==> config.mk <==
export PLATFORM = sky130hd
export DESIGN_NAME = pe_row_sched
export DESIGN_NICKNAME = d
export VERILOG_FILES = /design/src/rtl/pe_sched_pkg.sv /design/src/rtl/pe_sched_pipe.sv /design/src/rtl/pe_row_sched.sv
export SDC_FILE = /design/constraint.sdc
export NUM_CORES = 1
export LEC_CHECK = 0
export CAP_MARGIN = 40
export CORE_MARGIN = 4
export CORE_UTILIZATION = 50
export CTS_CLUSTER_DIAMETER = 120
export DETAILED_ROUTE_END_ITERATION = 10
export PLACE_DENSITY_LB_ADDON = 0.1
export SLEW_MARGIN = 20
export SYNTH_ARGS = -nofsm -noshare
export SYNTH_HDL_FRONTEND = slang
export SYNTH_HIERARCHICAL = 1
export SYNTH_SLANG_ARGS = --single-unit
==> constraint.sdc <==
create_clock -name clk -period 2.4 [get_ports clk]
set_clock_uncertainty 0.05 [all_clocks]
set_input_delay 0.36 -clock clk [delete_from_list [all_inputs] [get_ports clk]]
set_output_delay 0.36 -clock clk [all_outputs]
set_load 0.01 [all_outputs]
==> src/rtl/pe_sched_pkg.sv <==
// Shared types and constants for the PE row scheduler: FSM state encoding,
// pipeline depth and default widths.
package pe_sched_pkg;

    typedef enum logic [1:0] {
        ST_IDLE  = 2'd0,
        ST_RUN   = 2'd1,
        ST_DRAIN = 2'd2,
        ST_DONE  = 2'd3
    } sched_state_t;

    localparam int PIPE_DEPTH     = 3;
    localparam int DEF_NUM_PE     = 4;
    localparam int DEF_ADDR_WIDTH = 8;
    localparam int DEF_LEN_WIDTH  = 8;
    localparam int DEF_CNT_WIDTH  = 16;

endpackage

==> src/rtl/pe_sched_pipe.sv <==
// Valid/address shift register for the read -> load -> write tile pipeline.
// Deasserting advance freezes every stage at once.
module pe_sched_pipe
    import pe_sched_pkg::*;
#(
    parameter int ADDR_WIDTH = DEF_ADDR_WIDTH
) (
    input  logic                  clk,
    input  logic                  rst_n,
    input  logic                  advance,
    input  logic                  in_valid,
    input  logic [ADDR_WIDTH-1:0] in_addr,
    output logic                  s0_valid,
    output logic [ADDR_WIDTH-1:0] s0_addr,
    output logic                  s1_valid,
    output logic                  s2_valid,
    output logic [ADDR_WIDTH-1:0] s2_addr
);

    logic [PIPE_DEPTH-1:0] valid_q;
    logic [ADDR_WIDTH-1:0] addr_q [PIPE_DEPTH];

    always_ff @(posedge clk or negedge rst_n) begin
        if (!rst_n) begin
            valid_q <= '0;
            for (int i = 0; i < PIPE_DEPTH; i++) begin
                addr_q[i] <= '0;
            end
        end else if (advance) begin
            valid_q   <= {valid_q[PIPE_DEPTH-2:0], in_valid};
            addr_q[0] <= in_addr;
            for (int i = 1; i < PIPE_DEPTH; i++) begin
                addr_q[i] <= addr_q[i-1];
            end
        end
    end

    assign s0_valid = valid_q[0];
    assign s0_addr  = addr_q[0];
    assign s1_valid = valid_q[1];
    assign s2_valid = valid_q[PIPE_DEPTH-1];
    assign s2_addr  = addr_q[PIPE_DEPTH-1];

endmodule

==> src/rtl/pe_row_sched.sv <==
// Sequences one PE row over len tiles: operand read, PE load, result write.
// Optional stall counter output enabled by defining PE_SCHED_STALL_CNT_EN.
//
// state    | meaning
// ---------+------------------------------------------------------------
// ST_IDLE  | waiting for start; len sampled here only
// ST_RUN   | issuing operand reads, one tile per unstalled cycle
// ST_DRAIN | all reads issued; waiting for last write to be accepted
// ST_DONE  | one-cycle completion pulse, then back to idle
module pe_row_sched
    import pe_sched_pkg::*;
#(
    parameter int NUM_PE     = DEF_NUM_PE,
    parameter int ADDR_WIDTH = DEF_ADDR_WIDTH,
    parameter int LEN_WIDTH  = DEF_LEN_WIDTH,
    parameter int CNT_WIDTH  = DEF_CNT_WIDTH
) (
    input  logic                  clk,
    input  logic                  rst_n,
    input  logic                  start,
    input  logic [LEN_WIDTH-1:0]  len,
    output logic                  busy,
    output logic                  done,
    output logic                  rd_en,
    output logic [ADDR_WIDTH-1:0] rd_addr,
    output logic                  set_reg,
    output logic                  wr_en,
    output logic [ADDR_WIDTH-1:0] wr_addr,
    input  logic                  wr_ready
`ifdef PE_SCHED_STALL_CNT_EN
    ,
    output logic [CNT_WIDTH-1:0]  stall_cnt
`endif
);

    // The schedule is independent of row width; only sanity-check it.
    if (NUM_PE < 1) begin : g_bad_num_pe
        $error("pe_row_sched: NUM_PE must be at least 1");
    end

    sched_state_t          state;
    logic [LEN_WIDTH-1:0]  len_q;
    logic [LEN_WIDTH-1:0]  rd_cnt;
    logic                  stall;
    logic                  in_valid;
    logic [ADDR_WIDTH-1:0] in_addr;
    logic                  s0_valid;
    logic                  s1_valid;
    logic                  s2_valid;
    logic [ADDR_WIDTH-1:0] last_addr;

    assign stall     = s2_valid & ~wr_ready;
    assign last_addr = ADDR_WIDTH'(len_q - 1'b1);

    always_comb begin
        in_valid = 1'b0;
        in_addr  = ADDR_WIDTH'(rd_cnt);
        case (state)
            ST_IDLE: begin
                in_valid = start && (len != '0);
                in_addr  = '0;
            end
            ST_RUN:  in_valid = (rd_cnt < len_q);
            default: in_valid = 1'b0;
        endcase
    end

    pe_sched_pipe #(
        .ADDR_WIDTH (ADDR_WIDTH)
    ) u_pipe (
        .clk      (clk),
        .rst_n    (rst_n),
        .advance  (~stall),
        .in_valid (in_valid),
        .in_addr  (in_addr),
        .s0_valid (s0_valid),
        .s0_addr  (rd_addr),
        .s1_valid (s1_valid),
        .s2_valid (s2_valid),
        .s2_addr  (wr_addr)
    );

    // A stalled write freezes the pipe, so read and load strobes are masked.
    assign rd_en   = s0_valid & ~stall;
    assign set_reg = s1_valid & ~stall;
    assign wr_en   = s2_valid;
    assign busy    = (state != ST_IDLE);
    assign done    = (state == ST_DONE);

    always_ff @(posedge clk or negedge rst_n) begin
        if (!rst_n) begin
            state  <= ST_IDLE;
            len_q  <= '0;
            rd_cnt <= '0;
        end else begin
            case (state)
                ST_IDLE: begin
                    if (start) begin
                        len_q <= len;
                        if (len != '0) begin
                            state  <= ST_RUN;
                            rd_cnt <= LEN_WIDTH'(1);
                        end else begin
                            state  <= ST_DONE;
                            rd_cnt <= '0;
                        end
                    end
                end
                ST_RUN: begin
                    if (!stall && in_valid) begin
                        rd_cnt <= rd_cnt + 1'b1;
                    end
                    if (rd_en && (rd_cnt == len_q)) begin
                        state <= ST_DRAIN;
                    end
                end
                ST_DRAIN: begin
                    if (wr_en && wr_ready && (wr_addr == last_addr)) begin
                        state <= ST_DONE;
                    end
                end
                default: state <= ST_IDLE;
            endcase
        end
    end

`ifdef PE_SCHED_STALL_CNT_EN
    always_ff @(posedge clk or negedge rst_n) begin
        if (!rst_n) begin
            stall_cnt <= '0;
        end else if ((state == ST_IDLE) && start) begin
            stall_cnt <= '0;
        end else if (stall && (stall_cnt != '1)) begin
            stall_cnt <= stall_cnt + 1'b1;
        end
    end
`endif

endmodule

# Word level (Yosys, flattened, before mapping)

Index checks and enable logic that the tools add are counted.

Add/subtract/negate cells: 2
Multiply operators: 0
Divide/modulo/power cells: 0
Order comparisons: 1
Equality and inequality tests: 9
Shift-type cells: 0
Mux-type cells: 11
Bitwise logic cells: 5
Reductions and logical operators: 13

Operators with widths:

| kind                                                | count |
|---|---|
| 2-to-1 mux 8 bit                                    | 3 |
| equality test 8 bit                                 | 2 |
| one-hot mux 8 bit (2 select lines)                  | 1 |
| adder 8 x 1 -> 8 bit, second input constant         | 1 |
| < comparator 8 bit                                  | 1 |
| 2-to-1 mux 2 bit                                    | 4 |
| != test 2 bit, second input constant                | 4 |
| nonzero test 8 bit                                  | 1 |
| subtractor 8 x 1 -> 8 bit, second input constant    | 1 |
| one-hot mux 2 bit (3 select lines)                  | 1 |
| AND reduction 3 bit                                 | 2 |
| logical AND 1 bit                                   | 5 |
| equality test 2 bit, second input constant          | 2 |
| nonzero test 2 bit                                  | 2 |
| bitwise AND 1 bit                                   | 3 |
| equality test 2 x 1 -> 1 bit, second input constant | 1 |
| zero test 2 bit                                     | 1 |
| NOT 1 bit                                           | 2 |
| one-hot mux 1 bit (2 select lines)                  | 1 |
| AND reduction 2 bit                                 | 1 |
| zero test 1 bit                                     | 1 |
| 2-to-1 mux 1 bit                                    | 1 |

Bits in registers: 45
Bits in latches: 0
RAM bits: 0
Memory bits (read-only): 0
Bits of input ports: 12
Output and inout bits: 21
Logic and storage cells: 48
Memories: 0

# Longest topological paths before layout

Depth in word-level cells: 7
Depth in mapped cells: 9
Depth with buffers taken out: 8

# Hierarchy

The synthesis kept the hierarchy.

Modules (own cells, without submodules):

| module        | times used | cells an instance | area each (µm²) | seq. area each (µm²) |
|---|---|---|---|---|
| pe_row_sched  | 1          | 161               | 1421.4          | 450.4 |
| pe_sched_pipe | 1          | 73                | 1226.2          | 675.6 |

# Worst setup path after synthesis

Ideal clock, no wire load.

Path type: flip-flop to flip-flop
From: register len_q[0]
To: register state[1]
Setup time: 0.128 ns
Data arrival time: 2.248 ns
Data required time: 2.222 ns
Path slack: -0.026 ns
Cell stages (with the launch flop): 7
Path buffers: 0
Period minus slack after synthesis: 2.426 ns
Cell sequence: dfrtp_1 or4_1 or3_1 a2111oi_1 nand4_1 a21oi_2 mux2_1

Longest elaborated chain between the ends: 5
Elaborated cells on any way between the ends: 8
Those cells by class: 1 x add/sub; 4 x eq/ne; 3 x reduce/logical

RTL lines:

| item                                     | line                | text |
|---|---|---|
| start: declaration                       | pe_row_sched.sv:42  | `logic [LEN_WIDTH-1:0] len_q;` |
| start signal: assignment                 | pe_row_sched.sv:99  | `len_q <= len;` |
| subtractor 8 x 1 -> 8 bit                | pe_row_sched.sv:53  | `assign last_addr = ADDR_WIDTH'(len_q - 1'b1);` |
| equality test 8 bit                      | pe_row_sched.sv:118 | `if (wr_en && wr_ready && (wr_addr == last_addr)) begin` |
| logical AND 1 bit                        | pe_row_sched.sv:118 |  |
| != test 2 bit (no source line)           | --                  |  |
| AND reduction 3 bit (no source line) (*) | --                  |  |
| end signal: assignment                   | pe_row_sched.sv:114 | `state <= ST_DRAIN;` |
| end signal: assignment                   | pe_row_sched.sv:119 | `state <= ST_DONE;` |
| end signal: assignment                   | pe_row_sched.sv:122 | `default: state <= ST_IDLE;` |
| end: declaration                         | pe_row_sched.sv:41  | `sched_state_t state;` |

Every way passes the cells marked *; elsewhere a longest branch is shown, timed or not.
A chain may end at the register's enable or synchronous reset.

# Final worst setup path

Ends and elaborated chain as after synthesis.

==> key figures <==
Synth
  – Main synth FF type: dfrtp_1
  – Post-synthesis sequential area ratio: about 43%
  – Ys async rst share: 100%
  – Post-synthesis average cell area: 11.3 um2
  – Syn Inst Count: 234
  – Mapped Area: roughly 0.0026 mm2
  – #FFs+latches synth: 45
  – Synth area leader: dfrtp_1
  – Synth top area share: between 40% and 50%
  – Post-synth EDFFs: 0
  – Synth warnings: 6
  – Synth cell types: 39
  – Top post-synthesis cells by area: dfrtp_1 (43%), mux2_4 (11%), ha_1 (7.1%)
  – Post-Syn Nets: 261

Global route
  – Gr ovfl total: 0
  – Total GRT Usage: between 15 and 20%
  – Largest net degree at the start of global routing: 46
  – Vias in the first global route: approximately 1800
  – Initial antenna violation count: 0
  – First-pass GRT wire length: 9.51 mm

Drt
  – Avg Vias per Cell: around 5.3
  – Initial DRT Pass Iterations: 5
  – Drt drc: 0
  – DRT Wirelength: around 5.4 mm
  – Routed Antenna Nets: 0
  – Iter 0 DRT Violations: 76
  – Routed WL per cell: roughly 16 um
  – Total number of vias: 1817

Flow run
  – Max-Cap Viols: 0

Place
  – Post-DP HPWL: slightly above 4 mm
  – Routability Congestion: about 0.82
  – PortBufs: 32

Setup path
  – Crit path cell chain: or4_4 -> or3_4 -> a2111oi_4 -> nand4_1 -> a21oi_2 -> mux2_4
  – CP Capture Type: register
  – Worst reg2reg path startpoint: len_q[0]
  – Worst EP arrival: 2.57 ns
  – Worst Path Required: roughly 2.6 ns
  – Worst Path Buf+Inv: 0
  – Worst R2R Path Depth: 6
  – Critical Path Fanout Max: 2
  – Slowest stage cell, crit path: or4_4
  – Critical path type: reg -> reg
  – Crit path largest cell delay: approximately 0.55 ns
  – Worst reg-to-reg setup slack: -0.02 ns
  – CP Launch Type: register
  – Top delay family on crit path: simple AND/OR/NAND/NOR gates
  – Reg2reg end: state[1]

STA
  – Slew HR: 62.1%
  – Fin crit share: 101%
  – Achievable Freq: slightly above 400 MHz
  – Final hold vios: 0
  – Worst Hold Slack: around 0.077 ns
  – Final WS setup: -0.0227 ns
  – Slew @ Worst Pin: approximately 0.57 ns
  – RSZ-0062 raised after global routing: true
  – Slew Limit Fails: 0
  – Min Tclk post-route: between 2 and 2.5 ns
  – # setup viols final: 1

Clocking
  – CTS Sinks: 45
  – Clock tree from TritonCTS: yes
  – Worst-path clk slew: about 0.090 ns
  – Clock Tree Root: clkbuf_8
  – Latest clock arrival within the worst-skew pair: roughly 0.3 ns
  – Clock buffer depth: 2
  – TritonCTS Buffers: 5
  – H-tree depth: 2

Power
  – Int Power: 2.26 mW
  – Peak VDD IR: roughly 0.63 mV
  – Clock network power share: between 10% and 20%
  – Pwr/cell area: 1150 mW/mm2
  – Leak pwr: 1.50 nW
  – Reg power frac: around a third
  – Sw power: ~1.4 mW
  – Comb power frac: 52.8%
  – Sw frac: 38.2%

Die
  – Die Y: 80.8 um
  – Core area: just over 0.005 mm2
  – Cell Rows: 26
  – Number of I/O pins: 33
  – DIE WIDTH: between 80 and 90 um
  – Die area: around 0.0065 mm2
  – Initial Util: between 50% and 60%

Finish
  – Nets: 299
  – Layout cells sized above 1: a little over a quarter
  – Area Growth Syn to Fin: 19.8%
  – Inserted Diodes: 0
  – Final Core Density: a little over 60%

Hold path
  – Hold Path Class: in -> async

Run status
  – Outcome: complete, but fails checks
  – Failing checks: setup timing
[cells in the mapped netlist (all sizes together), types with 2 or more instances]
library cell and instances:
or4 3, dfrtp 45, clkbuf 4, nor3 3, nand4 6, or3 7
nor2 6, xor2 4, nand3 3, xnor2 6, o31ai 2, a21oi 12
o21ai 9, buf 19, and3 3, nand2 10, mux2 36, inv 16
nor2b 9, and2 2, ha 15, nand2b 2
[cells by family (layout without fill, tap and decap cells)]
kind of cell,after synthesis,in the layout,synth area share [%]
muxes,36,36,18.1
AOI/OAI and AO/OA,33,33,7.94
buffers and inverters,39,78,9.31
adders and majority gates,15,15,7.09
DFF,45,45,42.5
and+or+nand+nor,56,56,11.7
xor gates and xnor gates,10,10,3.31
[timing repair]
item	in CTS	in global routing
setup buffers	0	1
resized for setup	2	4
pin swaps	3	2
endpoints found under the setup margin	1	7
hold buffers	0	0
[state kept, by name, summed over array words and instances (netlist names)]
register / count
u_pipe/s0_addr: 8
u_pipe/s2_addr: 8
u_pipe/addr_q: 8
len_q: 8
state: 2
u_pipe/valid_q: 3
rd_cnt: 8
[power by group through the flow]
| stage | combinational [mW] | clock [mW] | sequential (mW) |
|---|---|---|---|
| global placement | 1.85 | 0 | 1.24 |
| detailed placement | 1.87 | 0 | 1.25 |
| global route | 2.16 | 0.543 | 1.28 |
| finish | 1.93 | 0.492 | 1.23 |
| CTS | 1.90 | 0.510 | 1.24 |
| floorplan | 1.31 | 0 | 1.20 |
[per-stage QoR]
stage	power [mW]	TNS (ns)	worst slack [ns]	cell area, um2	instances
after floorplan	2.51	0	0.00432	2650	234
after global placement	3.09	-0.0663	-0.0663	3040	334
after detailed placement	3.12	-0.116	-0.116	3040	334
after CTS	3.65	-0.0496	-0.0496	3140	342
after global routing	3.98	-0.130	-0.130	3170	343
final	3.66	-0.0227	-0.0227	3170	343
[per-layer routing]
layer / vias up / global-route usage [%] / share of wire [%] / routed length [um]
li1: 879 / - / - / -
met2: 38 / 30.6 / 47 / 2540
met5: - / 0 / 0 / 0
met1: 894 / 26.0 / 46 / 2510
met4: 0 / 5.24 / 1.1 / 61
met3: 6 / 5.32 / 5.6 / 304
[how the worst max path moves through the flow]
stage,endpoint,from,depth (start not counted),slack (ns)
after CTS,state[1],len_q[0],6,-0.05
final,state[1],len_q[0],6,-0.02
after floorplan,state[1],len_q[0],6,0.004
after global routing,state[1],len_q[0],6,-0.13
after global placement,state[1],len_q[0],6,-0.07
after detailed placement,state[1],len_q[0],6,-0.12
[final cells by class]
| class | count | area, um2 |
|---|---|---|
| fill | 441 | 1940 |
| clock buffer | 5 | 68.8 |
| clock inverter | 3 | 25.0 |
| multi-input combinational | 150 | 1310 |
| timing repair buffer | 54 | 493 |
| tap | 70 | 87.6 |
| inverter | 16 | 60.1 |
| sequential | 45 | 1130 |
[cell usage in the layout, fill, tap and decap left out, types with 2 or more instances in the layout]
cell | synthesis | final
dfrtp_1 | 45 | 44
clkbuf_8 | 0 | 5
o31ai_1 | 2 | 2
nor3_1 | 3 | 3
mux2_2 | 15 | 15
or4_1 | 3 | 2
ha_1 | 15 | 15
xnor2_1 | 6 | 6
buf_4 | 16 | 21
clkdlybuf4s50_1 | 0 | 31
nor2_1 | 6 | 6
nand4_1 | 6 | 6
nand3_1 | 3 | 3
or3_1 | 7 | 6
nand2_1 | 10 | 10
a21oi_1 | 11 | 10
nand2b_1 | 2 | 2
o21ai_0 | 9 | 9
mux2_4 | 20 | 21
xor2_1 | 4 | 4
nor2b_1 | 9 | 9
and3_1 | 3 | 3
inv_1 | 16 | 16
and2_1 | 2 | 2
a21oi_2 | 1 | 2
(Power assumes the default switching activity.)
